## src/rtl/rv_pkg.sv

```systemverilog
// Shared RV64IF encoding constants: format codes, major opcodes and the
// field bundle handed from the program source to the encoder.
package rv_pkg;

    typedef enum logic [2:0] {
        FMT_R = 3'd0,
        FMT_I = 3'd1,
        FMT_S = 3'd2,
        FMT_B = 3'd3,
        FMT_U = 3'd4,
        FMT_J = 3'd5
    } fmt_e;

    localparam logic [6:0] OP        = 7'b0110011;
    localparam logic [6:0] OP_IMM    = 7'b0010011;
    localparam logic [6:0] LUI       = 7'b0110111;
    localparam logic [6:0] AUIPC     = 7'b0010111;
    localparam logic [6:0] JAL       = 7'b1101111;
    localparam logic [6:0] JALR      = 7'b1100111;
    localparam logic [6:0] BRANCH    = 7'b1100011;
    localparam logic [6:0] LOAD      = 7'b0000011;
    localparam logic [6:0] STORE     = 7'b0100011;
    localparam logic [6:0] OP_IMM_32 = 7'b0011011;
    localparam logic [6:0] OP_32     = 7'b0111011;
    localparam logic [6:0] LOAD_FP   = 7'b0000111;
    localparam logic [6:0] STORE_FP  = 7'b0100111;
    localparam logic [6:0] OP_FP     = 7'b1010011;

    typedef struct packed {
        logic [2:0]  fmt;
        logic [6:0]  opcode;
        logic [2:0]  funct3;
        logic [6:0]  funct7;
        logic [4:0]  rd;
        logic [4:0]  rs1;
        logic [4:0]  rs2;
        logic [31:0] imm;
    } inst_fields_t;

    function automatic logic fmt_legal(input logic [2:0] fmt);
        return fmt <= FMT_J;
    endfunction

endpackage

```

## src/rtl/inst_fifo.sv

```systemverilog
// Synchronous FIFO; pointers carry an extra wrap bit so full and empty are
// distinguished without a separate occupancy counter.
module inst_fifo #(
    parameter int WIDTH = 32,
    parameter int DEPTH = 4
) (
    input  logic             clk,
    input  logic             rst,
    input  logic             clear,
    input  logic             push,
    input  logic             pop,
    input  logic [WIDTH-1:0] wdata,
    output logic [WIDTH-1:0] rdata,
    output logic             full,
    output logic             empty
);

    localparam int PW = $clog2(DEPTH);

    logic [WIDTH-1:0] mem [DEPTH];
    logic [PW:0]      wr_ptr;
    logic [PW:0]      rd_ptr;

    assign empty = (wr_ptr == rd_ptr);
    assign full  = (wr_ptr[PW] != rd_ptr[PW]) && (wr_ptr[PW-1:0] == rd_ptr[PW-1:0]);
    assign rdata = mem[rd_ptr[PW-1:0]];

    // Storage is reset so the head reads as zero straight out of reset.
    always_ff @(posedge clk or posedge rst) begin
        if (rst) begin
            wr_ptr <= '0;
            rd_ptr <= '0;
            for (int i = 0; i < DEPTH; i++) mem[i] <= '0;
        end else if (clear) begin
            wr_ptr <= '0;
            rd_ptr <= '0;
        end else begin
            if (push && !full) begin
                mem[wr_ptr[PW-1:0]] <= wdata;
                wr_ptr              <= wr_ptr + (PW+1)'(1);
            end
            if (pop && !empty) rd_ptr <= rd_ptr + (PW+1)'(1);
        end
    end

endmodule

```

## src/rtl/inst_encoder.sv

```systemverilog
// Packs separated RISC-V instruction fields into 32-bit words and streams
// them to instruction memory at sequential word addresses.
module inst_encoder
    import rv_pkg::*;
#(
    parameter int FIFO_DEPTH = 4,
    parameter int ADDR_WIDTH = 10
) (
    input  logic                  in_clk,
    input  logic                  in_rst,
    input  logic                  in_clear,
    input  logic                  in_valid,
    output logic                  out_ready,
    input  logic [2:0]            in_fmt,
    input  logic [6:0]            in_opcode,
    input  logic [2:0]            in_funct3,
    input  logic [6:0]            in_funct7,
    input  logic [4:0]            in_rd,
    input  logic [4:0]            in_rs1,
    input  logic [4:0]            in_rs2,
    input  logic [31:0]           in_imm,
    output logic                  out_valid,
    input  logic                  in_mem_ready,
    output logic [31:0]           out_inst,
    output logic [ADDR_WIDTH-1:0] out_addr,
    output logic                  out_err
);

    inst_fields_t f;
    logic [31:0]  enc_word;
    logic         fmt_ok;
    logic         full;
    logic         empty;
    logic         accept;
    logic         push;
    logic         pop;

    assign f = '{fmt: in_fmt, opcode: in_opcode, funct3: in_funct3, funct7: in_funct7,
                 rd: in_rd, rs1: in_rs1, rs2: in_rs2, imm: in_imm};

    assign fmt_ok = fmt_legal(f.fmt);

    always_comb begin
        enc_word = '0;
        case (fmt_e'(f.fmt))
            FMT_R: enc_word = {f.funct7, f.rs2, f.rs1, f.funct3, f.rd, f.opcode};
            FMT_I: enc_word = {f.imm[11:0], f.rs1, f.funct3, f.rd, f.opcode};
            FMT_S: enc_word = {f.imm[11:5], f.rs2, f.rs1, f.funct3, f.imm[4:0], f.opcode};
            FMT_B: enc_word = {f.imm[12], f.imm[10:5], f.rs2, f.rs1, f.funct3,
                               f.imm[4:1], f.imm[11], f.opcode};
            FMT_U: enc_word = {f.imm[31:12], f.rd, f.opcode};
            FMT_J: enc_word = {f.imm[20], f.imm[10:1], f.imm[11], f.imm[19:12],
                               f.rd, f.opcode};
            default: enc_word = '0;
        endcase
    end

    // Acceptance depends only on fullness; a same-cycle pop never frees a slot early.
    assign out_ready = !full;
    assign out_valid = !empty;
    assign accept    = in_valid && !full;
    assign push      = accept && fmt_ok && !in_clear;
    assign pop       = out_valid && in_mem_ready && !in_clear;

    inst_fifo #(
        .WIDTH (32),
        .DEPTH (FIFO_DEPTH)
    ) u_fifo (
        .clk   (in_clk),
        .rst   (in_rst),
        .clear (in_clear),
        .push  (push),
        .pop   (pop),
        .wdata (enc_word),
        .rdata (out_inst),
        .full  (full),
        .empty (empty)
    );

    always_ff @(posedge in_clk or posedge in_rst) begin
        if (in_rst) begin
            out_addr <= '0;
            out_err  <= 1'b0;
        end else if (in_clear) begin
            out_addr <= '0;
            out_err  <= 1'b0;
        end else begin
            if (pop) out_addr <= out_addr + ADDR_WIDTH'(1);
            out_err <= accept && !fmt_ok;
        end
    end

endmodule

```

## config.mk

```make
export PLATFORM = sky130hd
export DESIGN_NAME = inst_encoder
export DESIGN_NICKNAME = d
export VERILOG_FILES = /design/src/rtl/rv_pkg.sv /design/src/rtl/inst_fifo.sv /design/src/rtl/inst_encoder.sv
export SDC_FILE = /design/constraint.sdc
export NUM_CORES = 1
export LEC_CHECK = 0
export CAP_MARGIN = 10
export CORE_ASPECT_RATIO = 1.5
export CORE_UTILIZATION = 54
export DETAILED_ROUTE_END_ITERATION = 7
export GPL_ROUTABILITY_DRIVEN = 0
export PLACE_DENSITY = 0.81
export SLEW_MARGIN = 40
export SYNTH_ARGS = -nofsm -noshare
export SYNTH_HDL_FRONTEND = slang
export SYNTH_SLANG_ARGS = --single-unit
```

## constraint.sdc

```tcl
create_clock -name in_clk -period 6.9 [get_ports in_clk]
set_input_delay 1.38 -clock in_clk [delete_from_list [all_inputs] [get_ports in_clk]]
set_output_delay 1.38 -clock in_clk [all_outputs]
set_load 0.005 [all_outputs]
```

==> results of run 1 <==
## stage by stage
stage / total power [mW] / cell area (um2) / setup slack (ps) / hold WS, ps
after floorplan: 1.56 / 7100 / 1630 / 459
after global placement: 1.84 / 8330 / 2650 / 469
after detailed placement: 1.88 / 8370 / 2900 / 488
after CTS: 2.83 / 8980 / 2740 / 495
after global routing: 2.94 / 8990 / 2560 / 511
final: 2.81 / 8990 / 2780 / 497
## cell usage after synthesis (all sizes together), types with 4 or more instances
cell type  count  share of area
dfrtp        145           0.51
mux2         138           0.22
mux4          32           0.10
nand2         23          0.012
o21ai         20          0.014
buf           19          0.019
inv           18         0.0095
nor2          13         0.0069
mux2i         12          0.017
clkbuf        11         0.0058
nand3          8         0.0092
nor2b          8         0.0070
and2           7         0.0062
ha             6          0.011
xnor2          6         0.0074
xor2           6         0.0074
o2bb2ai        5         0.0062
o31ai          5         0.0053
a21oi          4         0.0028
a22oi          4         0.0042
## flip-flops by register name, summed over array words and instances, names as in the netlist
register       count
out_addr          10
u_fifo.wr_ptr      3
u_fifo.mem       128
u_fifo.rd_ptr      3
out_err            1
## final cells by class
class                   count  area, um2
clock buffers              19        443
clock inverters            13        173
fillers                   868       3900
inverters                  18       72.6
multi-input cells         314       3270
flip-flops and latches    145       3630
well taps                 159        199
repair buffers            120       1200
## cells by family after synthesis
group,count (synthesis)
compound gates,45
xor+xnor,12
fa+ha+maj,6
buf+inv,48
flops,145
mux,182
simple gates,69
## metal layers
layer,vias up,global-route usage,share of wire
li1,2090,-,-
met4,0,0.0982,0.024
met2,132,0.426,0.54
met1,2388,0.296,0.40
met3,31,0.0433,0.037
met5,-,0,0
## critical path: stages (launching register included)
cell             delay, ps
dfrtp_2                340
buf_4                  570
xor2_1                 280
nor3_1                 580
inv_1                   80
clkdlybuf4s50_1        460
## how the worst max path moves through the flow
| stage | endpoint | slack [ps] |
|---|---|---|
| floorplan | out_addr[0] | 1630 |
| global placement | u_fifo.mem[17] | 2650 |
| detailed placement | u_fifo.mem[96] | 2900 |
| CTS | out_valid | 2740 |
| global route | out_valid | 2560 |
| finish | out_valid | 2780 |
## power groups by stage
stage	combinational [mW]	sequential [mW]	clock, mW
final	0.717	1.15	0.952
after global routing	0.773	1.17	1.00
after detailed placement	0.724	1.16	0
after global placement	0.701	1.13	0
after floorplan	0.447	1.11	0
after CTS	0.728	1.14	0.960
==> results.json, run 1 <==
{
  "worstMarginPinSlew_ps": 833,
  "synth_edf_count": 0,
  "postSynth.topFlopCell": "dfrtp_1",
  "dr.first_iter.drc_count": 199,
  "core-area_um2": 12900,
  "layout-drive-gt1-share": 0.337,
  "synthesized_area_per_cell_um2": 14.0,
  "distinct_cell_type_count_of_the_synthesized_netlist": 38,
  "yosysSeqAreaShare": 0.511,
  "first_global_vias": 4908,
  "hold_class": "reg2reg",
  "global_route.usage.total": 0.244,
  "synth_compound_gate_area_share": 0.0405,
  "yosys.area_share.simple": 0.0521,
  "iteration_count_of_the_initial_detailed_routing_pass": 4,
  "dominant_combinational_cell_family_by_area_after_synthesis": "multiplexers",
  "rr_startpoint": "u_fifo.rd_ptr[0]",
  "min_to": "u_fifo.mem[96]",
  "most_common_cell_after_layout_fill_and_taps_aside": "dfrtp_1",
  "syn_area_um2": 7100,
  "fin_nets": 694,
  "cap_viol_max_count": 0,
  "critical_path.startpoint": "u_fifo.rd_ptr[0]",
  "insertion_delay_ps": 420,
  "data_required_time_at_the_worst_endpoint_ps": 5520,
  "flow.area_growth_from_synthesis_pct": 26.5,
  "min_path_cells": 1,
  "power_switching_uw": 727,
  "min_period_ps": 4120,
  "path_class": "reg2out",
  "max_clock_freq_mhz": 243,
  "share_of_synthesized_registers_carrying_an_async_set_or_reset": 1.00,
  "power_leakage_nw": 4.01,
  "drc_errors": 0,
  "total_nets_after_synthesis": 585,
  "final_core_util": 0.697,
  "synth_seq_cells": 145,
  "cp_max_fo": 36,
  "cts-buffers-inserted": 17,
  "timing.critical_path.to_type": "output port",
  "internal_power_mw": 2.09,
  "overflow": 0,
  "postRouteWirelength_um": 15500,
  "power.density_cell_area_nw_per_um2": 313,
  "grt_setup_unrepaired": "no",
  "min_from": "u_fifo.mem[96]",
  "clock_sink_count": 145,
  "cts_setup_buffers": 0,
  "report.final.hold_viol_count": 0,
  "routed-via-count": 4641,
  "die-area_um2": 13600,
  "n_antenna_cell": 0,
  "die_boundary_width_um": 95.7,
  "drtAntennaViolNets": 0,
  "worst_ep_arrival_time_ps": 2740,
  "crit_path_start_kind": "flip-flop",
  "grt_pass1_wl_um": 24900,
  "tns_ps": 0,
  "floorplan.initialDensity": 0.551,
  "post_cts_resize_count": 0,
  "postCtsHoldBufs": 0,
  "regToRegEndpoint": "u_fifo.mem[29]",
  "clk_root_buffer_cell": "clkbuf_16",
  "slew_headroom": 0.443,
  "ctsLongestPathBuffers": 2,
  "comb_power_share": 0.255,
  "post_drt_via_cell_ratio": 5.89,
  "finClkSkew_ps": 7.62,
  "report.final.slew_viol_count": 0,
  "die_height_um": 142,
  "worst-r2r-setup-slack_ps": 4300,
  "maximum_number_of_pins_on_one_net_before_global_route_repair": 86,
  "synth.yosys.warnings": 0,
  "timing.reg2reg.worst_path_depth": 5,
  "clock_pin_slew_of_the_registers_on_the_worst_case_setup_and_hold_paths_ps": 60,
  "mux_share_of_post_synthesis_cell_area": 0.337,
  "routed_wire_length_per_instance_um": 19.6,
  "final_cells": 788,
  "place.port_buffers": 116,
  "report.final.setup_viol": 0,
  "ir_drop_uv": 169,
  "synth-xor-area-share": 0.0148,
  "rows": 51,
  "tritoncts": "yes",
  "min_period_over_period": 0.598,
  "io-pin-count": 117,
  "run_status": "completed",
  "seq_power_share": 0.407,
  "netlist_instances": 507,
  "most-common-layout-cells": "dfrtp_1 (143), mux2_2 (135), clkdlybuf4s50_1 (116)",
  "power_frac_clock": 0.338,
  "power_switching_share": 0.258,
  "dp.final_hpwl_um": 10000,
  "grt_antenna_before_repair": 0,
  "place_inst": 756,
  "post_synth_fa_ha_maj_area_fraction": 0.0106,
  "cts_htree_levels": 4
}
Power figures use the tool's default switching activity.
==> run 2: changes to the inputs <==
==> constraint.sdc (replaced) <==
create_clock -name in_clk -period 4.1 [get_ports in_clk]
set_input_delay 0.82 -clock in_clk [delete_from_list [all_inputs] [get_ports in_clk]]
set_output_delay 0.82 -clock in_clk [all_outputs]
set_load 0.005 [all_outputs]
==> run 2 against run 1 <==
Compared with the run above: utilization grew 0.50 points; sequential share of layout area shrank 0.31 points; largest power group unchanged; sequential power grew 69%; final cell count grew 0.89%.
==> results.json, run 2 (synthesis results as in run 1) <==
{
  "place_inst": 764,
  "seq_power_share": 0.410,
  "n_antenna_cell": 0,
  "routed-via-count": 4641,
  "power_switching_share": 0.249,
  "min_period_over_period": 0.843,
  "top_layer": "met4",
  "drc_errors": 0,
  "internal_power_mw": 3.56,
  "clock_sink_count": 145,
  "timing.final.ws_setup_ps": 642,
  "dpl_cell_area_um2": 8410,
  "max_clock_freq_mhz": 289,
  "flow.area_growth_from_synthesis_pct": 27.4,
  "rows": 51,
  "registers.top_by_ff_count": "u_fifo.mem",
  "slew_headroom": 0.492,
  "power_frac_clock": 0.334,
  "place.port_buffers": 116,
  "crit_path_start_kind": "flip-flop",
  "dr.first_iter.drc_count": 150,
  "global_route.usage.total": 0.246,
  "met3_length_um": 538,
  "layout_top_registers": "u_fifo.mem x128, out_addr x10",
  "iteration_count_of_the_initial_detailed_routing_pass": 4,
  "report.final.setup_viol": 0,
  "min_path_cells": 1,
  "die_height_um": 142,
  "core-area_um2": 12900,
  "timing.reg2reg.worst_path_depth": 6,
  "clock_pin_slew_of_the_registers_on_the_worst_case_setup_and_hold_paths_ps": 60,
  "run_status": "completed",
  "data_required_time_at_the_worst_endpoint_ps": 3280,
  "ir_drop_uv": 255,
  "cts_setup_buffers": 0,
  "tns_ps": 0,
  "most_common_cell_after_layout_fill_and_taps_aside": "dfrtp_1",
  "cts_htree_levels": 4,
  "worstMarginPinSlew_ps": 755,
  "hold_class": "reg2reg",
  "post_placement_setup_slack_ps": 1000,
  "n_fill_cell": 885,
  "final_hold_slack_ps": 490,
  "grt_pass1_wl_um": 24800,
  "finish.instance_area_um2": 9050,
  "power_leakage_nw": 4.06,
  "insertion_delay_ps": 410,
  "cts-buffers-inserted": 17,
  "power_switching_mw": 1.18,
  "detail_route.wirelength.met1_um": 6140,
  "overflow": 0,
  "post_drt_via_cell_ratio": 5.84,
  "worst_ep_arrival_time_ps": 2640,
  "postRouteWirelength_um": 15500,
  "die-area_um2": 13600,
  "routed_wire_length_per_instance_um": 19.5,
  "layout-drive-gt1-share": 0.344,
  "cpMaxStageDelayCell": "dfrtp_2",
  "final_cells": 795,
  "tritoncts": "yes",
  "comb_power_share": 0.256,
  "max_reg_flops": 128,
  "grt_setup_unrepaired": "no",
  "path_class": "reg2out",
  "first_global_vias": 4991,
  "post_cts_resize_count": 0,
  "report.final.slew_viol_count": 0,
  "min_period_ps": 3460,
  "drtAntennaViolNets": 0,
  "maximum_number_of_pins_on_one_net_before_global_route_repair": 146,
  "finClkSkew_ps": 7.46,
  "floorplan.initialDensity": 0.551,
  "most-common-layout-cells": "dfrtp_1 (143), mux2_2 (135), clkdlybuf4s50_1 (116)",
  "io-pin-count": 117,
  "route.met2.wl_um": 8500,
  "power.density_cell_area_nw_per_um2": 524,
  "ctsLongestPathBuffers": 2,
  "grt_antenna_before_repair": 0,
  "fin_nets": 703,
  "cap_viol_max_count": 0,
  "dp.final_hpwl_um": 10400,
  "report.final.hold_viol_count": 0,
  "clk_root_buffer_cell": "clkbuf_16",
  "slowest_delay_ps": 740,
  "die_boundary_width_um": 95.7,
  "postCtsHoldBufs": 0,
  "cp_max_fo": 17,
  "timing.critical_path.to_type": "output port",
  "worstPathCellList": "buf_4 -> mux4_2 -> clkdlybuf4s50_1"
}
## run 2: cell count changes in the layout (fill, tap and decap cells not counted), sizes merged
cell,previous run,this run
clkinvlp,4,3
clkbuf,20,19
clkinv,0,5
buf,3,13
inv,24,17
bufinv,3,4
## run 2: area by class of cell
type / instances / area, um2 / share of cell area
repair buffers: 129 / 1300 / 0.144
well taps: 159 / 199 / 0.0220
inverters: 18 / 71.3 / 0.00788
multi-input cells: 314 / 3240 / 0.358
clock buffers: 19 / 443 / 0.0489
clock inverters: 11 / 164 / 0.0181
flip-flops and latches: 145 / 3630 / 0.401
## run 2: power groups by stage
stage / Sequential (mW) / Combinational [mW] / Clock [mW]
2_1_floorplan: 1.87 / 0.753 / 0
3_3_place_gp: 1.93 / 1.18 / 0
3_5_place_dp: 1.96 / 1.21 / 0
4_1_cts: 1.94 / 1.23 / 1.61
5_1_grt: 1.98 / 1.30 / 1.67
6_report: 1.94 / 1.22 / 1.58
## run 2: through the flow
stage	power, mW	util
finish	4.74	0.702
floorplan	2.62	-
detailed placement	3.17	0.652
global placement	3.11	0.652
global route	4.95	0.702
CTS	4.77	0.700
## run 2: worst paths after layout
| path | startpoint | endpoint | slack (ps) |
|---|---|---|---|
| setup / recovery | u_fifo.rd_ptr[0] | out_inst[13] | 640 |
| hold / removal | u_fifo.mem[96] | u_fifo.mem[96] | 490 |
| setup reg to reg | u_fifo.rd_ptr[0] | u_fifo.mem[73] | 1200 |
| hold reg to reg | u_fifo.mem[96] | u_fifo.mem[96] | 490 |
| max in group asynchronous | in_rst | u_fifo.mem[93] | 2550 |
| min in group asynchronous | in_rst | u_fifo.mem[17] | 860 |
## run 2: worst max-delay path, delay by kind of cell, from the launching register on
family,cells,cell delay (ps)
mux,1,580
buf+inv,2,900
flops,1,740
## run 2: metal layers
metal,vias to the layer above,global-route usage
li1,2092,-
met1,2404,0.295
met2,120,0.426
met3,25,0.0465
met4,0,0.104
met5,-,0
